### src/rtl/multicycle_control_fsm.sv
// Multi-cycle RV32I control sequencer: FETCH/DECODE/EXEC/MEM/WB
// over a shared memory port with request timeout and trap pulses.
module multicycle_control_fsm #(
  parameter int MEM_TIMEOUT = 16,
  parameter int CNT_W       = 5
) (
  input  logic       clk,
  input  logic       reset,
  input  logic [6:0] OPcode,
  input  logic       mem_ready,
  output logic       mem_req,
  output logic       IorD,
  output logic       pc_write,
  output logic       ir_write,
  output logic       branch,
  output logic       MemRead,
  output logic       MemtoReg,
  output logic       MemWrite,
  output logic       ALUScr,
  output logic       RegWrite,
  output logic [1:0] ALUOp_out,
  output logic       instr_done,
  output logic       illegal,
  output logic       bus_err,
  output logic [2:0] state_out
);

  typedef enum logic [2:0] {
    FETCH  = 3'd0,
    DECODE = 3'd1,
    EXEC   = 3'd2,
    MEM    = 3'd3,
    WB     = 3'd4,
    TRAP   = 3'd5
  } state_t;

  typedef enum logic [1:0] {
    C_NONE = 2'd0,
    C_ILL  = 2'd1,
    C_BUS  = 2'd2
  } cause_t;

  localparam logic [6:0] OP_R  = 7'b0110011;
  localparam logic [6:0] OP_I  = 7'b0010011;
  localparam logic [6:0] OP_LD = 7'b0000011;
  localparam logic [6:0] OP_ST = 7'b0100011;
  localparam logic [6:0] OP_BR = 7'b1100011;
  localparam logic [CNT_W-1:0] CNT_LAST = CNT_W'(MEM_TIMEOUT - 1);

  state_t           state;
  cause_t           cause;
  logic [6:0]       op;
  logic [CNT_W-1:0] cnt;

  logic is_r, is_i, is_ld, is_st, is_br;
  logic in_ok;

  assign is_r  = (op == OP_R);
  assign is_i  = (op == OP_I);
  assign is_ld = (op == OP_LD);
  assign is_st = (op == OP_ST);
  assign is_br = (op == OP_BR);

  assign in_ok = (OPcode == OP_R)  || (OPcode == OP_I) ||
                 (OPcode == OP_LD) || (OPcode == OP_ST) ||
                 (OPcode == OP_BR);

  always_ff @(posedge clk) begin
    if (reset) begin
      state <= FETCH;
      op    <= '0;
      cnt   <= '0;
      cause <= C_NONE;
    end else begin
      case (state)
        FETCH: begin
          if (mem_ready) begin
            state <= DECODE;
            cnt   <= '0;
          end else if (cnt == CNT_LAST) begin
            state <= TRAP;
            cause <= C_BUS;
            cnt   <= '0;
          end else begin
            cnt <= cnt + 1'b1;
          end
        end
        DECODE: begin
          op <= OPcode;
          if (in_ok) begin
            state <= EXEC;
          end else begin
            state <= TRAP;
            cause <= C_ILL;
          end
        end
        EXEC: begin
          cnt <= '0;
          if (is_r || is_i)       state <= WB;
          else if (is_ld || is_st) state <= MEM;
          else                    state <= FETCH;
        end
        MEM: begin
          if (mem_ready) begin
            state <= is_ld ? WB : FETCH;
            cnt   <= '0;
          end else if (cnt == CNT_LAST) begin
            state <= TRAP;
            cause <= C_BUS;
            cnt   <= '0;
          end else begin
            cnt <= cnt + 1'b1;
          end
        end
        WB:      state <= FETCH;
        TRAP:    state <= FETCH;
        default: begin
          state <= FETCH;
          cnt   <= '0;
        end
      endcase
    end
  end

  // Outputs decode straight from state; reset masks everything.
  always_comb begin
    mem_req    = 1'b0;
    IorD       = 1'b0;
    pc_write   = 1'b0;
    ir_write   = 1'b0;
    branch     = 1'b0;
    MemRead    = 1'b0;
    MemtoReg   = 1'b0;
    MemWrite   = 1'b0;
    ALUScr     = 1'b0;
    RegWrite   = 1'b0;
    ALUOp_out  = 2'b00;
    instr_done = 1'b0;
    illegal    = 1'b0;
    bus_err    = 1'b0;
    state_out  = 3'd0;
    if (!reset) begin
      state_out = state;
      case (state)
        FETCH: begin
          mem_req  = 1'b1;
          MemRead  = 1'b1;
          ir_write = mem_ready;
          pc_write = mem_ready;
        end
        EXEC: begin
          unique case (1'b1)
            is_r: ALUOp_out = 2'b10;
            is_i: begin
              ALUOp_out = 2'b11;
              ALUScr    = 1'b1;
            end
            is_ld, is_st: ALUScr = 1'b1;
            is_br: begin
              ALUOp_out  = 2'b01;
              branch     = 1'b1;
              instr_done = 1'b1;
            end
            default: ALUOp_out = 2'b00;
          endcase
        end
        MEM: begin
          mem_req    = 1'b1;
          IorD       = 1'b1;
          ALUScr     = 1'b1;
          MemRead    = is_ld;
          MemWrite   = is_st;
          instr_done = is_st && mem_ready;
        end
        WB: begin
          RegWrite   = 1'b1;
          MemtoReg   = is_ld;
          instr_done = 1'b1;
        end
        TRAP: begin
          illegal = (cause == C_ILL);
          bus_err = (cause == C_BUS);
        end
        default: state_out = state;
      endcase
    end
  end

endmodule

### config.mk
export PLATFORM = sky130hd
export DESIGN_NAME = multicycle_control_fsm
export DESIGN_NICKNAME = d
export VERILOG_FILES = /design/src/rtl/multicycle_control_fsm.sv
export SDC_FILE = /design/constraint.sdc
export NUM_CORES = 1
export LEC_CHECK = 0
export CAP_MARGIN = 20
export CORE_MARGIN = 1.5
export CORE_UTILIZATION = 42
export DETAILED_ROUTE_END_ITERATION = 16
export PLACE_DENSITY = 0.8
export SLEW_MARGIN = 40
export SYNTH_ARGS = -nofsm -noshare
export SYNTH_HDL_FRONTEND = slang
export SYNTH_SLANG_ARGS = --single-unit
### constraint.sdc
create_clock -name clk -period 1.6 [get_ports clk]
set_clock_uncertainty 0.1 [all_clocks]
set_input_delay 0.32 -clock clk [delete_from_list [all_inputs] [get_ports clk]]
set_output_delay 0.32 -clock clk [all_outputs]
set_load 0.005 [all_outputs]
; Word level (Yosys, flattened, before mapping)
; Index checks and enable logic that the tools add are counted.
[totals]
register_bits = 17
in_bits = 10
[classes]
add_sub_neg = 1
n_eq_ne = 21
n_mux = 45
n_reduce_logical = 13
[op_table]
columns = cell, n
row1 = $eq A7 B6 Y1 const B, 4
row2 = $mux W1, 23
row3 = $mux W3, 7
row4 = $eq A7 B2 Y1 const B, 2
row5 = $eq A7 B5 Y1 const B, 2
row6 = $eq A7 B7 Y1 const B, 2
row7 = $mux W2, 6
row8 = $pmux W3 S4, 1
row9 = $mux W5, 2
row10 = $pmux W5 S2, 1
row11 = $eq A3 B2 Y1 const B, 2
row12 = $eq A3 B3 Y1 const B, 2
row13 = $logic_or A1 B1 Y1, 6
row14 = $pmux W2 S3, 1
row15 = $reduce_or A3 Y1, 2
row16 = $add A5 B1 Y5 const B, 1
row17 = $eq A5 B4 Y1 const B, 1
row18 = $ne A2 B2 Y1 const B, 2
row19 = $pmux W1 S2, 2
row20 = $pmux W2 S2, 1
row21 = $reduce_and A4 Y1, 1
row22 = $eq A3 B1 Y1 const B, 1
row23 = $logic_not A3 Y1, 1
row24 = $pmux W1 S3, 1
row25 = 6 further kinds, 6

; Logic depth before layout (Yosys ltp)
; Gate-level depths: netlist (run 1).
[logic_depth]
word_depth = 7
ltp_mapped = 5

; Worst setup path before layout (run 1)
; Ideal clock, no wire load.
[synth_timing]
path_kind = register to output
from = register op[3]
to = output port ALUOp_out[0]
arrival_ns = 1.357
required_time_ns = 1.180
path_slack_ns = -0.177
stages_incl_launch_ff = 5
path_buffers = 0
path_cell_list = dfxtp_1 -> nand4bb_4 -> or3b_4 -> or3b_1 -> nand2_1
[synth_between]
elab_chain_cells = 4
[synth_rtl]
columns = element, line
row1 = start: declaration, 52  ; logic [6:0] op;
row2 = start signal: assignment, 89  ; op <= OPcode;
row3 = $eq A7 B7 Y1 (tied with other cells), 62  ; assign is_br = (op == OP_BR);
row4 = $pmux W2 S3 *, 152  ; unique case (1'b1)
row5 = $mux W2 *, 144  ; case (state)
row6 = $mux W2 *, 142  ; if (!reset) begin
row7 = end: declaration, 21  ; output logic [1:0] ALUOp_out,
; Every way passes the cells marked *; elsewhere a longest branch is shown, timed or not.

; Worst setup path in the final report (run 1)
[layout_timing]
from = register op[3]
to = output port MemRead
[layout_between]
elab_chain_cells = 3
[layout_rtl]
columns = element, line
row1 = $eq A7 B2 Y1, 60  ; assign is_ld = (op == OP_LD);
row2 = $pmux W1 S2, 144
row3 = $mux W1, 142
row4 = end: declaration, 16  ; output logic MemRead,
; No other way between the ends.

==> results of run 1 <==
[cell type report]
class / count / area [um^2]
clock inverters: 1 / 5.00
well taps: 28 / 35.0
multi-input cells: 90 / 853
repair buffers: 87 / 822
flip-flops and latches: 17 / 353
clock buffers: 3 / 22.5
inverters: 6 / 27.5
fillers: 44 / 93.8
[cell families after synthesis]
kind of cell / after synthesis
adders and majority gates: 1
and+or+nand+nor: 61
buffers and inverters: 13
muxes: 8
xor gates and xnor gates: 1
DFF: 17
AOI/OAI and AO/OA: 19
[power groups by stage]
stage | clock [mW] | combinational, mW | sequential [mW]
finish | 0.251 | 0.542 | 0.482
global placement | 0 | 0.290 | 0.480
CTS | 0.238 | 0.410 | 0.476
detailed placement | 0 | 0.299 | 0.482
global route | 0.265 | 0.557 | 0.483
floorplan | 0 | 0.143 | 0.475
[critical path, cell delays in order, from the launching register on]
cell and delay [ps]:
dfxtp_2 340, nand4bb_4 240, buf_6 150, nor3_4 120, buf_6 140, buf_6 110
nand4b_1 120, a21oi_2 170, buf_2 130
[state kept, by name, summed over array words and instances (netlist names)]
name	flops
cause	2
state	3
cnt	5
op	7
[final timing paths]
path             from  endpoint  slack, ps  cells after the start
max             op[3]   MemRead       -650                      8
min            cnt[4]    cnt[4]        390                      1
max reg2reg  state[1]    cnt[2]       -330                      9
min reg2reg    cnt[4]    cnt[4]        390                      1
[what timing repair did]
item                       4_1_cts  5_1_grt
setup buffers                   21       15
pin swaps                       25       21
resized for setup              128       45
gates cloned                     0        0
setup endpoints to repair       25       30
[placed cells by master, fill, tap and decap left out, drive strengths merged, types with 2 or more instances in the layout]
| cell type | instances |
|---|---|
| nor4 | 2 |
| o21ai | 2 |
| nor3 | 6 |
| nand4 | 2 |
| and3 | 2 |
| nand2 | 8 |
| mux2i | 8 |
| nor2 | 19 |
| nand2b | 5 |
| a21oi | 8 |
| clkbuf | 4 |
| nand3 | 3 |
| buf | 74 |
| inv | 6 |
| clkdlybuf4s50 | 8 |
| nor2b | 2 |
| or3b | 2 |
| nor3b | 3 |
| clkdlybuf4s15 | 4 |
| o311a | 2 |
| dfxtp | 17 |
[stage by stage]
stage	TNS [ps]	utilization (%)	total power [mW]
floorplan	-224	-	0.618
global placement	-12820	67.3	0.769
detailed placement	-13590	67.3	0.780
CTS	-5800	84.3	1.12
global route	-9840	95.8	1.30
finish	-8680	95.8	1.27
[metal layers]
layer / vias to the layer above / global-route usage, % / wire length, um / part of all wire, %
met2: 131 / 60.0 / 2660 / 49
met4: 0 / 17.5 / 357 / 6.5
met1: 676 / 33.5 / 1960 / 36
li1: 604 / - / - / -
met3: 46 / 3.22 / 475 / 8.7
met5: - / 0 / 0 / 0
==> results by group, run 1 <==
Logic synthesis
  – Post-synthesis mux area share: 8.19%
  – Synth Net Count: 131
  – Syn Area/Cell: 8.14 um^2
  – Adder-Cell Fraction of Synth Area: 1.28%
  – Flops & latches, synth: 17
  – Most common cell in the netlist: nor2_1
  – Synth top area cells: dfxtp_1, mux2i_1, nor2_1, a21oi_1, nand2b_1
  – Compound-Gate Fraction of Synth Area: 13.8%
  – Post-Syn Area: 977 um^2
  – Yosys warning total: 0
  – Main combinational cell family by area after synthesis: simple AND/OR/NAND/NOR gates
  – Post-synth top area cell: dfxtp_1
  – Synth Area in Simple Gates: 35.3%
  – Post-synth cell types: 38
  – Yosys top cell area share: 34.8%
  – Mapped Cells: 120
  – Number of synthesized flops with an enable pin: 0
  – Asr flop ratio synth: 0%
  – Synth Area in XOR/XNOR: 0.896%
  – Ys flop type: dfxtp_1
  – Register area share after synthesis: 34.8%
  – Most frequent cells after synthesis: nor2_1, dfxtp_1, a21oi_1, mux2i_1, nand2_1

Timing
  – Final Hold Vio Count: 0
  – Final WS setup: -652 ps
  – Rel. slew slack: 68.4%
  – WHS: 390 ps
  – Final slew viol count: 0
  – Final period demand of the worst path: 2250 ps
  – Post-route clock period utilization: 141%
  – Worst-Margin Slew: 472 ps
  – Unrepaired setup endpoints after global routing: true
  – Max Fclk: 444 MHz
  – Final setup fails: 33

Die
  – Core Box Area: 2210 um^2
  – Top-level I/O count: 28
  – DIE WIDTH: 51.2 um
  – Die area: 2630 um^2
  – Row count: 17
  – Initial core utilization: 44.2%
  – Chip Height: 51.2 um

Final layout
  – Finished Layout Cells: 232
  – Diode count: 0
  – Share of layout cells above drive strength 1: 63.7%
  – Final nets: 216
  – Syn-to-layout area delta: 117%
  – Final Instance Area: 2120 um^2

GRT
  – Vias in the first global route: 1,315
  – Largest net degree at the start of global routing: 11
  – Antenna violations before repair: 0
  – GRT overflow: 0
  – Total GRT Usage: 31.5%
  – First-pass GRT wire length: 6090 um

Worst setup path
  – CP Data Required Time: 1180 ps
  – CP Max Fanout: 4
  – Crit. End Element: primary output
  – Arrival @ worst endpoint: 1830 ps
  – Worst setup SP type: register
  – Crit path kind: register to primary output

CTS
  – CTS root buf: clkbuf_4
  – Htree depth: 1
  – CTS Hold Bufs: 0
  – Clk slew on worst S/H paths: 120 ps
  – Clock latency on the worst-skew pair: 300 ps
  – CTS tree: done
  – Clk sinks: 17
  – Clock Path Buffers: 2
  – Total CTS buffers: 3

Pwr
  – Sw frac: 35.6%
  – Internal power: 0.821 mW
  – Clock power frac: 19.7%
  – Flop pwr share: 37.8%
  – Combinational fraction of design power: 42.5%
  – Leakage: 0.911 nW
  – Worst vdd rail ir drop: 0.000681 V
  – Pwr/cell area: 602 nW/um^2
  – Net Sw Power: 0.454 mW

Drt
  – # DRC: 0
  – ANT nets after route: 0
  – DRT Wirelength: 5460 um
  – Vias: 1,457
  – Iter 0 DRT Violations: 64
  – Detail-routed via count per cell: 6.28
  – DR pass1 iterations: 4
  – DR WL/cell: 23.5 um

Outcome
  – Run status: finished, violations left
  – Failing checks: setup timing

Min path
  – Worst min-delay path category: register to register

Placement
  – DP Area: 1490 um^2
  – RD Place Congestion: 0.840
  – # port buffers: 27
  – HPWL after detailed placement: 2100 um
  – Place WS: -774 ps
  – Placed cells: 198

Job
  – Number of max-cap violations: 0
Note: power is estimated with default switching activity, not from simulation.
==> inputs of run 2 (changes only) <==
--- a/config.mk
+++ b/config.mk
@@ -7,9 +7,11 @@
 export LEC_CHECK = 0
 export CAP_MARGIN = 20
 export CORE_MARGIN = 1.5
-export CORE_UTILIZATION = 42
+export CORE_UTILIZATION = 44
+export CTS_BUF_LIST = sky130_fd_sc_hd__clkbuf_8
 export DETAILED_ROUTE_END_ITERATION = 16
-export PLACE_DENSITY = 0.8
+export GPL_TIMING_DRIVEN = 0
+export PLACE_DENSITY = 0.83
 export SLEW_MARGIN = 40
 export SYNTH_ARGS = -nofsm -noshare
 export SYNTH_HDL_FRONTEND = slang
==> run 2 against run 1 <==
The run still ends with setup timing left. Sequential power about the same. Critical endpoint is now ALUScr. Combinational power down 20%. Critical path type unchanged. Cell count down 9.9%. Worst setup slack worse by 50 ps.
==> results by group, run 2 (synthesis results as in run 1) <==
Outcome
  – Run status: finished, violations left
  – Failing checks: setup timing

Worst setup path
  – Worst reg2reg setup slack: -190 ps
  – Crit path kind: register to primary output
  – Worst r2r dst: state[2]
  – Reg2reg start: op[3]
  – Buf/Inv on CP: 2
  – Top Family by Delay on Critical Path: simple AND/OR/NAND/NOR gates
  – Setup crit end: ALUScr
  – Slowest CP cell: or3b_4
  – Slowest Stage Delay on Critical Path: 400 ps
  – CP Max Fanout: 3
  – Crit. End Element: primary output
  – CP Data Required Time: 1180 ps
  – Worst setup path start: op[3]
  – R2R depth: 5
  – Levels on crit path: 6
  – Arrival @ worst endpoint: 1880 ps
  – Worst setup SP type: register
  – Critical path, cell by cell: nand4bb_4, or3b_4, buf_4, nor2_1, o311a_1, buf_2

Drt
  – DR pass1 iterations: 4
  – Iter 0 DRT Violations: 70
  – ANT nets after route: 0
  – DRT Wirelength: 4760 um
  – # DRC: 0
  – Detail-routed via count per cell: 6.34
  – DR WL/cell: 22.8 um
  – Vias: 1,325

GRT
  – Total GRT Usage: 28.6%
  – GRT overflow: 0
  – First-pass GRT wire length: 5450 um
  – Antenna violations before repair: 0
  – Vias in the first global route: 1,191
  – Largest net degree at the start of global routing: 11

Timing
  – Max Fclk: 434 MHz
  – Unrepaired setup endpoints after global routing: true
  – Rel. slew slack: 67.0%
  – Final WS setup: -702 ps
  – Worst-Margin Slew: 495 ps
  – Final period demand of the worst path: 2300 ps
  – Post-route clock period utilization: 144%
  – Final slew viol count: 0
  – Final setup fails: 20
  – Final Hold Vio Count: 0

Final layout
  – Sequential cell area: 350 um^2
  – Finished Layout Cells: 209
  – Final Instance Area: 1810 um^2
  – Share of layout cells above drive strength 1: 53.3%
  – Final nets: 194
  – Diode count: 0
  – Most frequent cells in the layout: buf_4, nor2_1, dfxtp_1
  – Most common cell after layout, fill and taps aside: buf_4
  – Syn-to-layout area delta: 85.3%
  – Area of the multi-input gates: 787 um^2
  – Largest regs: op: 7 flops, cnt: 5 flops, state: 3 flops
  – Filler Cells Inserted: 77
  – Largest register FFs: 7
  – Reg with most FFs: op

Die
  – Initial core utilization: 48.3%
  – Chip Height: 50.1 um
  – Core Box Area: 2020 um^2
  – Row count: 16
  – Die area: 2510 um^2
  – DIE WIDTH: 50.1 um
  – Top-level I/O count: 28

CTS
  – CTS root buf: clkbuf_8
  – Clock latency on the worst-skew pair: 260 ps
  – Clk slew on worst S/H paths: 70 ps
  – CTS Hold Bufs: 0
  – Htree depth: 1
  – Clock Path Buffers: 2
  – Total CTS buffers: 3
  – Clk sinks: 17
  – CTS tree: done

Pwr
  – Leakage: 0.789 nW
  – Worst vdd rail ir drop: 0.000852 V
  – Pwr/cell area: 693 nW/um^2
  – Design Power: 1.26 mW

Placement
  – HPWL after detailed placement: 1790 um
  – RD Place Congestion: 0.868
  – Placed cells: 174
  – DP Area: 1280 um^2
  – # port buffers: 27

Min path
  – Worst min-delay path category: primary input to register

Job
  – Number of max-cap violations: 0
[run 2: cell types whose count changed in the layout (fill, tap and decap cells not counted), sizes merged]
cell	before	now
buf	74	48
clkbuf	4	10
clkdlybuf4s15	4	1
clkdlybuf4s50	8	5
dlygate4sd2	0	2
dlymetal6s2s	0	2
[run 2: worst min path at each step]
| stage | startpoint | endpoint | slack, ps | cells after the start |
|---|---|---|---|---|
| 6_report | OPcode[4] | op[4] | 300 | 3 |
| 3_5_place_dp | cnt[4] | cnt[4] | 370 | 1 |
| 3_3_place_gp | cnt[4] | cnt[4] | 360 | 1 |
| 4_1_cts | cnt[4] | cnt[4] | 370 | 1 |
| 2_1_floorplan | cnt[4] | cnt[4] | 350 | 1 |
| 5_1_grt | OPcode[4] | op[4] | 310 | 3 |
[run 2: layout make-up]
cell class	instances	area share, %
multi-input combinational	90	43.5
clock inverter	1	0.276
timing repair buffer	59	28.0
clock buffer	3	2.28
inverter	6	1.24
sequential	17	19.4
buffer	6	3.52
tap	27	1.87
[run 2: worst min-delay path: stages]
cell and delay (ps):
dlymetal6s2s_1 140, mux2i_1 90, nor2_1 80
[run 2: per-stage QoR]
stage / worst slack, ps / TNS (ps) / util (%) / hold slack (ps)
6_report: -702 / -5120 / 89.5 / 302
5_1_grt: -782 / -6320 / 89.5 / 311
4_1_cts: -580 / -5720 / 77.5 / 375
3_5_place_dp: -913 / -19650 / 63.4 / 367
3_3_place_gp: -886 / -19190 / 63.4 / 364
2_1_floorplan: -125 / -224 / - / 352
[run 2: power by group]
| group | internal, mW | switching, mW | leakage [nW] |
|---|---|---|---|
| registers | 0.449 | 0.0293 | 0.141 |
| clock network | 0.173 | 0.169 | 0.0255 |
| logic | 0.213 | 0.221 | 0.623 |
| total | 0.836 | 0.419 | 0.789 |
[run 2: layer usage]
layer | vias up | share of wire (%) | wire, um | track usage [%]
met2 | 113 | 45 | 2150 | 52.2
met3 | 37 | 10 | 483 | 2.12
li1 | 555 | - | - | -
met4 | 0 | 7.2 | 344 | 13.4
met5 | - | 0 | 0 | 0
met1 | 620 | 37 | 1780 | 33.2
[run 2: repair_timing]
action                                  4_1_cts  5_1_grt
setup buffers                                15       18
endpoints found under the setup margin       35       24
hold endpoints to repair                      0        0
pin swaps                                    12       20
gates resized for setup                      86       51
==> RTL edit, RTL diff (config.mk and constraints of run 2) <==
The 3 values of `cause_t` get a one-hot encoding in 3 bits.
--- a/src/rtl/multicycle_control_fsm.sv
+++ b/src/rtl/multicycle_control_fsm.sv
@@ -36,6 +36,6 @@
 
-  typedef enum logic [1:0] {
-    C_NONE = 2'd0,
-    C_ILL  = 2'd1,
-    C_BUS  = 2'd2
+  typedef enum logic [2:0] {
+    C_NONE = 3'b001,
+    C_ILL  = 3'b010,
+    C_BUS  = 3'b100
   } cause_t;
Formal check against the unedited RTL: no difference found for any inputs over 10 cycles, from zero or initial values and one cycle with reset high; not proved beyond that.
==> RTL edit against run 2 <==
- the flow still finishes with violations (setup timing)
- synthesized area is 8.8% higher
- synthesized cell count is 5.8% higher
- first-iteration DRC count down 5.7%
- sequential power is 9.4% higher
- setup slack improved by 3.3 ps
- fmax rose by 0.15%
- final area increased by 3.1%
- via count decreased by 3.8%
- routed wire length shrank 11%
- total power increased by 7.0%
- die area grew 8.3%
- sequential cell count rose by 1
- count of clock-buffer cells in the layout increased by 1
- largest cell class unchanged
- largest power group unchanged
- highest routed layer unchanged
==> RTL edit: results (changes against run 2) <==
STA
  – Final worst slack: -698.9 ps (was -702.3 ps)
  – Setup TNS: -5483 ps (was -5117 ps)
  – Worst-Margin Slew: 536.8 ps (was 495.3 ps)
  – Final setup viols: 17 (was 20)
  – WHS: 354.1 ps (was 302.4 ps)

Pwr
  – Peak VDD IR: 798.1 uV (was 852.0 uV)
  – Switching pwr: 0.4199 mW (was 0.4194 mW)
  – Leakage: 0.7822 nW (was 0.7890 nW)

Placed design
  – Number of port buffers: 27 (unchanged)
  – Placed cells: 182 (was 174)
  – Worst slack, placed: -1075 ps (was -913.5 ps)
  – Placed Area: 1370 um^2 (was 1281 um^2)
  – GPL Wtd Cong: 0.7914 (was 0.8680)
  – Post-DP HPWL: 1852 um (was 1788 um)

Global routing
  – GRT Resource Usage Total: 27.50% (was 28.59%)
  – First-pass GRT wire length: 5354 um (was 5451 um)
  – Vias in the first global route: 1,170 (was 1,191)
  – Initial antenna violation count: 0 (unchanged)

Synthesis
  – Asr flop ratio synth: 0% (unchanged)
  – Yosys cell types: 41 (was 38)
  – Post-Synth XOR/XNOR Area: 0.8235% (was 0.8963%)
  – Post-synthesis compound-gate area fraction: 14.71% (was 13.83%)
  – Mux cell area share after synthesis: 9.882% (was 8.195%)
  – Post-Synth Adder-Cell Area: 1.176% (was 1.280%)
  – Top post-synthesis cells by count: dfxtp_1, nor2_1, mux2i_1, nand2_1 (was nor2_1, dfxtp_1, a21oi_1, mux2i_1, nand2_1)
  – Net Count, Synth: 138 (was 131)
  – Top area cells in the synthesized netlist: dfxtp_1, mux2i_1, nor2_1 (unchanged)
  – Mean Syn Cell Area: 8.374 um^2 (was 8.143 um^2)
  – Sequential share of the synthesized area: 33.88% (was 34.83%)

Worst setup path
  – Worst reg2reg startpoint: state[0] (was op[3])
  – Critical Path Start: state[0] (was op[3])
  – Reg2Reg Setup Slack: -10 ps (was -190 ps)
  – WP data arrival: 1880 ps (about the same)
  – R2r worst-path depth: 9 (was 5)
  – CP max stage delay: 500 ps (was 400 ps)
  – Critical Path Sink: ALUOp_out[0] (was ALUScr)
  – Critical path peak fanout: 2 (was 3)
  – FF-to-FF End: state[0] (was state[2])
  – Highest-delay cell along the critical path: or4_4 (was or3b_4)

Layout
  – Biggest regs: op: 7 flops, cnt: 5 flops (was op: 7 flops, cnt: 5 flops, state: 3 flops)
  – Fillers: 106 (was 77)
  – Final net count: 192 (was 194)
  – Syn-to-layout area delta: 75.53% (was 85.28%)
  – Layout cells sized above 1: 56.11% (was 53.30%)

Worst hold path
  – Beginning of the worst hold path: OPcode[3] (was OPcode[4])
  – Min-Delay Endpoint: op[3] (was op[4])
  – HP Class: in -> reg (unchanged)

Detailed routing
  – Drt pass-1 iters: 6 (was 4)
  – DR iter-0 viols: 66 (was 70)
  – Post-Route WL: 4247 um (was 4756 um)
  – WL/cell: 20.42 um (was 22.76 um)
  – Via total after detailed routing: 1,274 (was 1,325)

Clock tree
  – Cts hold-fix bufs: 0 (unchanged)

Status
  – Failing checks: setup timing (unchanged)
  – Status: finished, violations left (unchanged)
## RTL edit: power by group through the flow
stage | Combinational (mW) | Sequential (mW) | Clock (mW)
4_1_cts | 0.356 | 0.509 | 0.375
3_5_place_dp | 0.267 | 0.515 | 0
3_3_place_gp | 0.259 | 0.513 | 0
6_report | 0.438 | 0.524 | 0.381
2_1_floorplan | 0.176 | 0.509 | 0
5_1_grt | 0.459 | 0.525 | 0.404
## RTL edit: repair_timing
action	in CTS	in global routing
gates resized for setup	118	38
endpoints found under the setup margin	34	26
buffers inserted	17	7
pin swaps	19	14
## RTL edit: cell type report
class | count | area share [%]
Multi-Input combinational cell | 93 | 46.18
Timing Repair Buffer | 51 | 23.19
Sequential cell | 18 | 20.11
Buffer | 6 | 4.088
Clock buffer | 4 | 2.949
Tap cell | 28 | 1.877
Inverter | 8 | 1.609
## RTL edit: metal layers
layer	wire (um)	GRT usage (%)	up-vias
met1	1501	30.36	597
met5	0	0	-
li1	-	-	555
met2	2117	52.32	98
met3	408	4.885	24
met4	219	8.974	0
